File: config.mk
export PLATFORM = sky130hd
export DESIGN_NAME = param_address_register_file
export DESIGN_NICKNAME = d
export VERILOG_FILES = /design/src/rtl/addr_rf_pkg.sv /design/src/rtl/addr_reg_cell.sv /design/src/rtl/param_address_register_file.sv
export SDC_FILE = /design/constraint.sdc
export NUM_CORES = 1
export LEC_CHECK = 0
export ABC_AREA = 1
export CORE_AREA = 4 4 111 219
export DETAILED_ROUTE_END_ITERATION = 7
export DIE_AREA = 0 0 115 223
export MAX_ROUTING_LAYER = met4
export SLEW_MARGIN = 20
export SYNTH_ARGS = -nofsm -noshare
export SYNTH_HDL_FRONTEND = slang
export SYNTH_SLANG_ARGS = --single-unit
File: constraint.sdc
create_clock -name Clock -period 2.64 [get_ports Clock]
set_input_delay 0.264 -clock Clock [delete_from_list [all_inputs] [get_ports Clock]]
set_output_delay 0.264 -clock Clock [all_outputs]
set_load 0.1 [all_outputs]
File: src/rtl/addr_rf_pkg.sv
`default_nettype none
// ============================================================================
// Module      : addr_rf_pkg
// Description : Shared operation codes and select-width helper for the
//               address register file.
// Revision    : 1.0 - initial release
// ============================================================================
package addr_rf_pkg;

    typedef enum logic [2:0] {
        FS_DEC        = 3'b000,
        FS_INC        = 3'b001,
        FS_LOAD       = 3'b010,
        FS_CLR        = 3'b011,
        FS_LOAD_LO_ZX = 3'b100,
        FS_WR_LO      = 3'b101,
        FS_WR_HI      = 3'b110,
        FS_LOAD_LO_SX = 3'b111
    } funsel_e;

    localparam int c_FUNSEL_W = 3;

    // Never let a select port collapse to zero bits.
    function automatic int sel_width(input int n);
        return (n < 2) ? 1 : $clog2(n);
    endfunction

endpackage : addr_rf_pkg
`default_nettype wire

File: src/rtl/addr_reg_cell.sv
`default_nettype none
// ============================================================================
// Module      : addr_reg_cell
// Description : One address register with operation decode and sticky wrap
//               flag.
// Revision    : 1.0 - initial release
// ============================================================================
module addr_reg_cell
    import addr_rf_pkg::*;
#(
    parameter int               WIDTH     = 16,
    parameter logic [WIDTH-1:0] RESET_VAL = '0
) (
    input  logic             clk,
    input  logic             rst,
    input  logic [WIDTH-1:0] i_data,
    input  funsel_e          i_funsel,
    input  logic             i_en,
    input  logic             i_flag_clr,
    output logic [WIDTH-1:0] o_q,
    output logic             o_wrap
);

    logic [WIDTH-1:0] r_q;
    logic             r_flag;
    logic [WIDTH-1:0] w_next;
    logic             w_wrap;
    logic             w_set;
    logic             w_clr;

    always_comb begin
        w_next = r_q;
        w_wrap = 1'b0;
        case (i_funsel)
            FS_DEC: begin
                w_next = r_q - WIDTH'(1);
                w_wrap = (r_q == '0);
            end
            FS_INC: begin
                w_next = r_q + WIDTH'(1);
                w_wrap = (r_q == '1);
            end
            FS_LOAD:       w_next = i_data;
            FS_CLR:        w_next = '0;
            FS_LOAD_LO_ZX: w_next = {{(WIDTH-8){1'b0}}, i_data[7:0]};
            FS_WR_LO:      w_next = {r_q[WIDTH-1:8], i_data[7:0]};
            FS_WR_HI:      w_next = {i_data[WIDTH-1:8], r_q[7:0]};
            FS_LOAD_LO_SX: w_next = {{(WIDTH-8){i_data[7]}}, i_data[7:0]};
            default:       w_next = r_q;
        endcase
    end

    // A wrap in the same cycle as any clear source leaves the flag set.
    assign w_set = i_en & w_wrap;
    assign w_clr = i_flag_clr | (i_en & ((i_funsel == FS_LOAD) || (i_funsel == FS_CLR)));

    always_ff @(posedge clk or posedge rst) begin
        if (rst) begin
            r_q    <= RESET_VAL;
            r_flag <= 1'b0;
        end else begin
            if (i_en) begin
                r_q <= w_next;
            end
            if (w_set) begin
                r_flag <= 1'b1;
            end else if (w_clr) begin
                r_flag <= 1'b0;
            end
        end
    end

    assign o_q    = r_q;
    assign o_wrap = r_flag;

endmodule : addr_reg_cell
`default_nettype wire

File: src/rtl/param_address_register_file.sv
`default_nettype none
// ============================================================================
// Module      : param_address_register_file
// Description : Bank of NUM_REGS address registers with shared operation,
//               active-low per-register enables and two combinational reads.
// Revision    : 1.0 - initial release
// ============================================================================
module param_address_register_file
    import addr_rf_pkg::*;
#(
    parameter int               WIDTH     = 16,
    parameter int               NUM_REGS  = 4,
    parameter logic [WIDTH-1:0] RESET_VAL = '0,
    parameter int               SEL_W     = sel_width(NUM_REGS)
) (
    input  logic                  Clock,
    input  logic                  Reset,
    input  logic [WIDTH-1:0]      I,
    input  logic [c_FUNSEL_W-1:0] FunSel,
    input  logic [NUM_REGS-1:0]   RegSel,
    input  logic                  FlagClr,
    input  logic [SEL_W-1:0]      OutCSel,
    input  logic [SEL_W-1:0]      OutDSel,
    output logic [WIDTH-1:0]      OutC,
    output logic [WIDTH-1:0]      OutD,
    output logic [NUM_REGS-1:0]   WrapFlag
);

    logic [WIDTH-1:0] w_q [NUM_REGS];
    funsel_e          w_funsel;

    assign w_funsel = funsel_e'(FunSel);

    generate
        for (genvar gi = 0; gi < NUM_REGS; gi++) begin : g_cell
            addr_reg_cell #(
                .WIDTH     (WIDTH),
                .RESET_VAL (RESET_VAL)
            ) u_cell (
                .clk        (Clock),
                .rst        (Reset),
                .i_data     (I),
                .i_funsel   (w_funsel),
                .i_en       (~RegSel[gi]),
                .i_flag_clr (FlagClr),
                .o_q        (w_q[gi]),
                .o_wrap     (WrapFlag[gi])
            );
        end
    endgenerate

    // Select codes with no backing register fall through to zero.
    always_comb begin
        OutC = '0;
        OutD = '0;
        for (int i = 0; i < NUM_REGS; i++) begin
            if (OutCSel == SEL_W'(i)) begin
                OutC = w_q[i];
            end
            if (OutDSel == SEL_W'(i)) begin
                OutD = w_q[i];
            end
        end
    end

endmodule : param_address_register_file
`default_nettype wire

Yosys cells after proc, flatten, opt, wreduce, memory -nomap -nowiden
Cells that the tools add are included.

Bits in registers: 68. Input bits: 30. Output and inout port bits: 36. Logic and storage cells: 99.

Add/subtract/negate cells: 8. Equality and inequality tests: 17. Mux-type cells: 24. Bitwise gates (word level): 18. Reductions and logical operators: 20.

Operators by type and width (count): $pmux 16 s8 (4); $mux 16 (8); $add 16x1->16 const B (4); $eq 16x16->1 const B (4); $logic_not 16->1 (4); $sub 16x1->16 const B (4); $reduce_and 2->1 (8); $eq 3x3->1 const B (4); $and 1x1->1 (8); $eq 2x2->1 const B (4); $mux 1 (8); $pmux 1 s2 (4); $reduce_bool 2->1 (4); $eq 3x2->1 const B (2); $not 1->1 (6); $eq 2x1->1 const B (2); $logic_not 2->1 (2); $or 1x1->1 (4); $eq 3x1->1 const B (1); $logic_not 3->1 (1); $logic_or 1x1->1 (1).

Logic depth before layout (Yosys ltp)
Gate-level depths: netlist of the first run.

Word-level depth: 6. Gate-level depth with buffers: 12. Mapped depth without buffers: 12.

Modules after synthesis
Synthesis of the first run repeated with hierarchy kept, for this count alone.

Cell total of the unflattened synthesis: 1476. Area total of the unflattened synthesis: 8896.0 um^2.

Modules (own cells, without submodules): addr_reg_cell (g_cell[0].u_cell ...) (instances 2, cells each 321, area an instance 1981.9 um^2, seq. area each 425.4 um^2); addr_reg_cell (g_cell[3].u_cell) (instances 1, cells each 321, area an instance 1931.9 um^2, seq. area each 425.4 um^2); addr_reg_cell (g_cell[2].u_cell) (instances 1, cells each 321, area an instance 1929.4 um^2, seq. area each 425.4 um^2); param_address_register_file (instances 1, cells each 192, area an instance 1071.0 um^2, seq. area each 0.0 um^2).

Worst setup path before layout of the first run
OpenSTA, ideal clock, no wires.

Path kind: input -> output. From: input OutCSel[0]. To: output OutC[0]. Arrival time: 2.632 ns. Required time: 2.376 ns. Setup slack: -0.256 ns. Stages on the path: 3. Path buffers: 1. Path through: nand2_1 > clkbuf_1 > o21ai_0.

Cells in the longest elaborated chain, start to end: 5. Elaborated cells between the ends (all ways): 8. Classes of those cells: eq/ne (3); mux (4); reduce/logical (1).

RTL lines: start: declaration (RTL line param_address_register_file.sv:22) `input logic [SEL_W-1:0] OutCSel,`; $logic_not 2->1 (RTL line param_address_register_file.sv:57) `if (OutCSel == SEL_W'(i)) begin`; $mux 16 (3 in a row) (RTL line param_address_register_file.sv:57); $mux 16 (*) (RTL line param_address_register_file.sv:57); end: declaration (RTL line param_address_register_file.sv:24) `output logic [WIDTH-1:0] OutC,`.

Mark *: on every way between the ends. The rest lies on a longest branch, timed or not.

Worst setup path after layout of the first run
From: input OutDSel[0]. To: output OutD[15].

Cells in the longest elaborated chain, start to end: 5. Elaborated cells between the ends (all ways): 8. Classes of those cells: eq/ne (3); mux (4); reduce/logical (1).

RTL lines: start: declaration (RTL line param_address_register_file.sv:23) `input logic [SEL_W-1:0] OutDSel,`; $logic_not 2->1 (RTL line param_address_register_file.sv:60) `if (OutDSel == SEL_W'(i)) begin`; $mux 16 (3 in a row) (RTL line param_address_register_file.sv:60); $mux 16 (*) (RTL line param_address_register_file.sv:60); end: declaration (RTL line param_address_register_file.sv:25) `output logic [WIDTH-1:0] OutD,`.

Marks and branches as above.

==> metrics.txt, run 1 <==
net count of the mapped netlist=1,438; largest net degree at the start of global routing=36; CP Data Required Time=2.38 ns; die width=115 um; I/O Pins=66; synth unique cells=30; Clock Skews=0.00656 ns; clock-pin slew on the worst setup and hold paths=0.05 ns; Final Cycle Share=0.930; Reg2Reg Depth=9; crit path DAT=2.19 ns; Pwr Total=6.50 mW; multiplexer share of the synthesized area=0; setup repair bufs after CTS=0; Via Count=9,031; crit start category=input pin; Row Count=78; fill count=2,473; relative slew slack=0.629; Yosys top cell by area=dfrtp_1; Pleak=5.18 nW; routed length per instance=18.4 um; # diodes=0; layout cells sized above 1=0.0584; Compound-Gate Fraction of Synth Area=0.141; Worst-Skew Late Latency=0.36 ns; gpl congestion=1.08; Total GRT Usage=0.254; synthesized flop and latch total=68; Vias/cell=5.31; commonest non-fill, non-tap cells in the layout=nand2_1 (429), inv_1 (238), nor2_1 (136); aggregate routed wire length=31.3 mm; Post-Syn Instances=1,341; RSZ-0062 raised after global routing=false; Post-Synth Simple-Gate Area=0.386; Detailed Place HPWL=25.8 mm; fmax=0.407 GHz; sequential-to-total area share from yosys stat=0.217; Crit. End Element=output pin; cts bufs inserted=9; post-synthesis adder-cell area fraction=0.111; CTS tree=done; WS Path Type=input pin to output pin; Fin. Hold Viols=0; port buffer count=65; worst hold path class=input pin to asynchronous set/reset pin; vias in the first global route=8,932; syn_area_per_cell=5.84 um2; Congestion Overflow GR=0; CTS H-tree depth=3; final setup violating endpoints=0; Remaining DRCs=0; CTS root buffer=clkbuf_16; Synth area leaders=dfrtp_1 (22%), nand2_1 (21%), inv_1 (11%); max-slew violations=0; Max Cap Violations=0; initial antenna violation count=0; min Tclk post-route=2.46 ns; Max clock buf depth=2; synthesis-to-finish area growth=22.0%; Die Area=25,600 um2; PnR worst setup slack=0.185 ns; Synth top area share=0.217; core area=22,600 um2; xor/xnor share of the synthesized area=0.0134; Max VDD drop=0.364 mV; antenna viol nets, final=0; Crit Path Max Fanout=11; Initial Util=0.346; mapped cell area=7830 um2; Chip Height=223 um; # resized after CTS=0; pwr/cell area=681 nW/um2; largest family of logic cells by synthesized area=simple AND/OR/NAND/NOR gates; First-pass DRT Iterations=6; Layout Nets=1,515; Ys Warns=0; slew at the pin with the worst max-slew slack=0.556 ns; # clock sinks=68; outcome=finished, final reports clean; first-pass GRT wire length=48.2 mm; DR iter-0 viols=584; pre-CTS setup slack=0.0551 ns; CTS Hold Bufs=0; commonest non-fill, non-tap cell in the layout=nand2_1; fin util=0.422
-- synthesized netlist by cell type --
library cell	number
a21oi_1	98
a221oi_1	4
a22oi_1	5
a31oi_1	16
buf_1	1
buf_2	5
buf_4	5
clkbuf_1	11
clkinv_1	1
dfrtp_1	68
fa_1	4
ha_1	63
inv_1	239
inv_2	4
nand2_1	429
nand3_1	93
nand3_2	2
nand3b_1	8
nand4_1	28
nor2_1	136
nor2_2	1
nor3_1	14
nor4_1	14
o2111ai_1	8
o21ai_0	42
o21ai_1	7
o22ai_1	20
or2_2	3
xnor2_1	4
xor2_1	8
-- final cells by class --
cell class                      count  area, um2  area share
Clock buffer                       14        274      0.0287
Multi-Input combinational cell   1007       5110       0.536
Inverter                          244        916      0.0960
Sequential cell                    68       1700       0.178
Timing Repair Buffer               88       1160       0.121
Tap cell                          280        350      0.0367
Clock inverter                      1       30.0     0.00315
-- cell families after synthesis --
| kind of cell | count (synthesis) |
|---|---|
| adders and majority gates | 67 |
| DFF | 68 |
| and+or+nand+nor | 728 |
| AOI/OAI and AO/OA | 200 |
| xor gates and xnor gates | 12 |
| buffers and inverters | 266 |
-- path summary, 6_finish.rpt --
kind | from | to | slack [ns]
worst max-delay path | OutDSel[0] | OutD[15] | 0.18
worst min-delay path | Reset | g_cell[3].u_cell.o_q[5] | 0.28
worst max register to register | g_cell[2].u_cell.o_q[0] | g_cell[2].u_cell.o_q[8] | 0.68
worst min register to register | g_cell[3].u_cell.o_q[7] | g_cell[3].u_cell.o_q[7] | 0.53
max in group asynchronous | Reset | g_cell[0].u_cell.o_q[11] | 1.63
min in group Clock | g_cell[3].u_cell.o_q[7] | g_cell[3].u_cell.o_q[7] | 0.53
-- registers in the layout, indices dropped and copies added, names as in the netlist --
register              cells
g_cell.u_cell.o_wrap      4
g_cell.u_cell.o_q        64
-- routing by layer --
metal	routed length (um)	GRT usage	part of all wire	vias to the layer above
met5	0	-	0	-
met4	2850	0.199	0.091	0
met3	1100	0.0209	0.035	112
met2	16400	0.449	0.53	276
met1	10900	0.249	0.35	4165
li1	-	-	-	4478
-- power by group --
part | switching [mW] | internal [mW] | leakage [nW] | total (mW)
Clock | 0.473 | 0.804 | 0.149 | 1.28
Sequential | 0.295 | 1.20 | 0.811 | 1.50
Combinational | 2.48 | 1.24 | 4.22 | 3.72
Total | 3.25 | 3.25 | 5.18 | 6.50
-- metrics by stage --
step	hold WS, ns	cells	area [um2]	TNS [ns]
2_1_floorplan	0.446	1341	7830	-4.45
3_3_place_gp	0.513	1687	9240	0
3_5_place_dp	0.524	1687	9240	0
4_1_cts	0.291	1702	9540	0
5_1_grt	0.334	1702	9540	0
6_report	0.281	1702	9540	0
-- worst max-delay path, stage by stage --
cell and delay, ns:
clkdlybuf4s50_1 0.46, nor2_1 0.41, inv_1 0.33, o22ai_1 0.20
a21oi_1 0.07, o21ai_0 0.20, buf_12 0.24
No activity file was read; power rests on OpenSTA's default activity.
==> run 2, diff against run 1 <==
Settings changed: CTS_CLUSTER_DIAMETER set to 120.
==> results of run 2 <==
The final DEF is identical to that of run 1; final timing and power are the same.
==> run 3, diff against run 2 <==
Settings changed: CORE_AREA 4 4 111 219 to 4 4 86 169, DIE_AREA 0 0 115 223 to 0 0 90 173, PLACE_DENSITY set to 0.81.
==> run 3 against run 2 <==
Against the previous run:
- first-iteration DRC count rose by 46%
- critical endpoint is now OutC[6]
- final area decreased by 1.8%
- register-to-register slack got worse by 0.07 ns
- clock-buffer cell count shrank 4
- global-route usage grew 11 points
- largest cell class unchanged
- die area fell by 39%
- utilization is 28 points higher
- routed wire length is 11% lower
==> metrics.txt, run 3 (synthesis gave the netlist of run 1 again) <==
Remaining DRCs=0; Pwr Total=6.64 mW; CTS tree=done; DR iter-0 viols=855; r2r startpoint=g_cell[2].u_cell.o_q[0]; I/O Pins=66; pwr/cell area=709 nW/um2; slew at the pin with the worst max-slew slack=0.798 ns; # resized after CTS=0; Reg2Reg Depth=9; clock-pin slew on the worst setup and hold paths=0.07 ns; largest net degree at the start of global routing=45; vias in the first global route=8,865; Fin. Hold Viols=0; Vias/cell=5.96; first-pass GRT wire length=44.5 mm; fmax=0.405 GHz; Chip Height=173 um; Max Cap Violations=0; # clock sinks=68; Initial Util=0.589; worst hold margin=0.407 ns; cts bufs inserted=9; # diodes=0; max reg flops=64; reg2reg setup slack=0.61 ns; register area=1700 um2; RSZ-0062 raised after global routing=false; final setup violating endpoints=0; outcome=finished, final reports clean; CTS H-tree depth=3; multi-input logic area=5110 um2; First-pass DRT Iterations=7; Final Cycle Share=0.934; Layout Nets=1,505; Crit. End Element=output pin; Max clock buf depth=2; met3 WL=2.64 mm; WS Path Type=input pin to output pin; Total GRT Usage=0.368; Pleak=5.15 nW; gpl congestion=1.02; Final Non-Filler Cells=1,568; Crit Path Max Fanout=14; Worst-Skew Late Latency=0.34 ns; aggregate routed wire length=27.9 mm; PnR worst setup slack=0.174 ns; routed length per instance=17.8 um; Via Count=9,341; core area=13,300 um2; crit path DAT=2.20 ns; fill count=1,182; setup repair bufs after CTS=0; Congestion Overflow GR=0; crit start category=input pin; die width=90 um; port buffer count=65; layout cells sized above 1=0.0538; pre-CTS setup slack=0.0699 ns; synthesis-to-finish area growth=19.7%; commonest non-fill, non-tap cells in the layout=nand2_1 (429), inv_1 (238), nor2_1 (136); CTS root buffer=clkbuf_16; worst hold path class=input pin to asynchronous set/reset pin; Die Area=15,600 um2; Max VDD drop=0.481 mV; Clock Skews=0.0118 ns; relative slew slack=0.467; Reg2Reg Capture Point=g_cell[2].u_cell.o_q[8]; max-slew violations=0; met2 WL post-DR=13.0 mm; wl on met1=10.5 mm; DP Cell Count=1,552; antenna viol nets, final=0; Detailed Place HPWL=21.8 mm; initial antenna violation count=0; CP Data Required Time=2.38 ns; min Tclk post-route=2.47 ns; commonest non-fill, non-tap cell in the layout=nand2_1; Max Used Layer=met4; Row Count=60; CTS Hold Bufs=0
==> run 3: changes by cell type in the layout (fill, tap and decap cells not counted) <==
cell        delta
clkbuf_1       -2
clkinv_2       +1
bufinv_16      +2
clkbuf_8       -2
buf_4         -11
clkinv_4       +1
clkinvlp_4     +1
buf_12         +1
==> run 3: critical path: stages <==
cell and delay [ns]:
clkdlybuf4s50_1 0.58, nand2_1 0.37, o22ai_1 0.38, a21oi_1 0.07, o21ai_0 0.27, buf_12 0.26
==> run 3: how the worst max path moves through the flow <==
stage / from / to / slack, ns / depth (start not counted)
finish: OutCSel[0] / OutC[6] / 0.17 / 6
global route: OutCSel[0] / OutC[6] / 0.14 / 6
CTS: OutCSel[0] / OutC[6] / 0.30 / 6
detailed placement: FunSel[1] / g_cell[2].u_cell.o_q[13] / 0.07 / 14
global placement: FunSel[1] / g_cell[2].u_cell.o_q[6] / 0.14 / 13
floorplan: OutCSel[0] / OutC[0] / -0.26 / 3
==> run 3: metal layers <==
| metal | track usage | up-vias |
|---|---|---|
| met4 | 0.208 | 0 |
| met5 | - | - |
| met3 | 0.0501 | 143 |
| li1 | - | 4465 |
| met2 | 0.590 | 554 |
| met1 | 0.441 | 4179 |
==> run 3: through the flow <==
stage | setup TNS (ns) | util | instance area (um2)
3_5_place_dp | 0 | 0.679 | 9020
4_1_cts | 0 | 0.705 | 9370
3_3_place_gp | 0 | 0.679 | 9020
5_1_grt | 0 | 0.705 | 9370
6_report | 0 | 0.705 | 9370
2_1_floorplan | -4.45 | - | 7830
==> run 3: area by class of cell <==
type / instances / share of cell area
Clock inverter: 6 / 0.0119
Tap cell: 155 / 0.0207
Timing Repair Buffer: 78 / 0.117
Multi-Input combinational cell: 1007 / 0.546
Clock buffer: 10 / 0.0255
Inverter: 244 / 0.0977
Sequential cell: 68 / 0.182
==> run 3: report_power, final <==
| group | internal [mW] | switching, mW |
|---|---|---|
| clock network | 0.949 | 0.504 |
| logic | 1.23 | 2.45 |
| registers | 1.20 | 0.301 |
==> variant, RTL diff (flow settings as in run 1) <==
`WIDTH` is set to 16 in 2 places; all go to 20.
--- a/src/rtl/addr_reg_cell.sv
+++ b/src/rtl/addr_reg_cell.sv
@@ -8,7 +8,7 @@
 module addr_reg_cell
     import addr_rf_pkg::*;
 #(
-    parameter int               WIDTH     = 16,
+    parameter int               WIDTH     = 20,
     parameter logic [WIDTH-1:0] RESET_VAL = '0
 ) (
     input  logic             clk,
--- a/src/rtl/param_address_register_file.sv
+++ b/src/rtl/param_address_register_file.sv
@@ -8,7 +8,7 @@
 module param_address_register_file
     import addr_rf_pkg::*;
 #(
-    parameter int               WIDTH     = 16,
+    parameter int               WIDTH     = 20,
     parameter int               NUM_REGS  = 4,
     parameter logic [WIDTH-1:0] RESET_VAL = '0,
     parameter int               SEL_W     = sel_width(NUM_REGS)
Interface: changed (resized I, OutC and OutD); port bits go from 66 to 78. The function was not compared with the original's and may differ.
==> variant against run 1 <==
Maximum frequency up 3.0%. Power up 24%. Cell count up 22%. Synthesized cell count up 22%. Via count up 28%. Area after synthesis up 24%. Combinational power up 34%. Hold slack better by 0.032 ns. Worst setup slack better by 0.072 ns. Wire length up 31%. Sequential cell count up 16. Sequential share of layout area down 0.39 points. Design area up 26%. Largest cell class unchanged. Largest power group unchanged.
==> variant: results (changes against run 1) <==
** Pwr
- Power share of the combinational group :: 61.7% (+4.4 points)
- The worst ir drop on vdd is 403 uV (+11%).
- The part of the total power dissipated in sequential elements was 23.5% (+0.4 points).
- Leakage Power :: 6.07 nW (+17%)
- The sum of internal, switching and leakage power came to 8.07 mW (+24%).

** Placement
- DPL Wire Length :: 33900 um (+31%)
- GP Congestion :: 1.00 (-7.0%)
- The number of cells in the design after placement is 2053 (+22%).
- Pre-CTS setup slack :: -0.0311 ns (-0.0862 ns)

** Global routing
- The wire length of the first global-routing pass was 62200 um (+29%).
- Number of global-route vias before repair :: 10900 (+22%)
- The overall routing resource usage is 33.0% (+7.6 points).
- The global-route met3 utilization was 3.85% (+1.8 points).
- Pin count of the biggest net entering global routing :: 85 (+140%)
- Met2 GRT Util :: 56.5% (+12 points)

** Synthesis
- The count of different cell masters after synthesis is 34 (+13%).
- The mean instance size in the synthesized netlist came to 5.92 sq um (+1.5%).
- The net count of the mapped netlist came to 1754 (+22%).
- Top cells by area in the synthesized netlist :: sky130_fd_sc_hd__dfrtp_1 22%, sky130_fd_sc_hd__nand2_1 19%, sky130_fd_sc_hd__ha_1 9.5%

** Worst setup path
- Crit path DAT :: 2.12 ns (-0.07 ns)
- CP max FO :: 10 (-1)

** Route
- Number of DRC markers in iteration 0 :: 730 (+25%)
- The detailed-route wire length on metal 1 was 15100 um (+38%).
- The via-per-instance ratio came to 5.57 (+4.9%).
- The detailed-router iteration count before antenna repair was 5 (-1).
- The routed length on met3 is 1450 um (+32%).
- The post-detailed-route wirelength per cell was 19.8 um (+7.5%).
- Total wirelength of the detailed-routed design :: 40900 um (+31%)

** Cells and area
- # nets final :: 1896 (+25%)
- The post-layout instance area was 12100 sq um (+26%).
- Largest register FFs :: 80 (+25%)
- The count of filler cells inserted in the layout was 2383 (-3.6%).
- The share of cells above drive strength 1 is 9.50% (+3.7 points).

** Timing
- The max-slew headroom at the worst pin was 58.7% (-4.1 points).
- Worst setup skew after layout :: 0.00577 ns (-0.000787 ns)

** Status
- The flow ran to the end, and the final reports show no timing, DRC or antenna violations.
## variant: cell count changes after synthesis, sizes merged, moves of 5 or more
cell and delta:
buf +13, inv -41, a31oi +6, nand3 +23, ha +11, a221oi +7, dfrtp +16, and2 +5
nor2 +93, a21oi +53, nand3b +12, nand2 +80, xor2 +11
## variant: area by class of cell
| type | count | share of cell area, % |
|---|---|---|
| clock buffers | 14 | 2.11 |
| well taps | 280 | 2.91 |
| clock inverters | 2 | 0.0831 |
| repair buffers | 168 | 15.6 |
| inverters | 204 | 6.36 |
| multi-input cells | 1317 | 55.5 |
| flip-flops and latches | 84 | 17.4 |
## variant: logic make-up (layout without fill, tap and decap cells)
| logic type | count (synthesis) | count (layout) | share of synthesized area [%] |
|---|---|---|---|
| AO/OA/AOI/OAI | 269 | 269 | 15.4 |
| XOR/XNOR | 20 | 20 | 1.80 |
| adder cells (fa/ha/maj) | 78 | 78 | 10.3 |
| buffers and inverters | 241 | 388 | 9.74 |
| flip-flops | 84 | 84 | 21.6 |
| AND/OR/NAND/NOR | 950 | 950 | 41.1 |
## variant: worst paths after layout
check,slack [ns],endpoint,depth (start not counted),from
max in group asynchronous,1.95,g_cell[1].u_cell.o_q[13],3,Reset
setup reg to reg,0.54,g_cell[2].u_cell.o_q[17],9,g_cell[2].u_cell.o_q[5]
min in group Clock,0.52,g_cell[1].u_cell.o_wrap,2,g_cell[1].u_cell.o_wrap
setup / recovery,0.26,OutC[9],6,OutCSel[0]
hold / removal,0.31,g_cell[3].u_cell.o_q[3],3,Reset
hold reg to reg,0.52,g_cell[1].u_cell.o_wrap,2,g_cell[1].u_cell.o_wrap
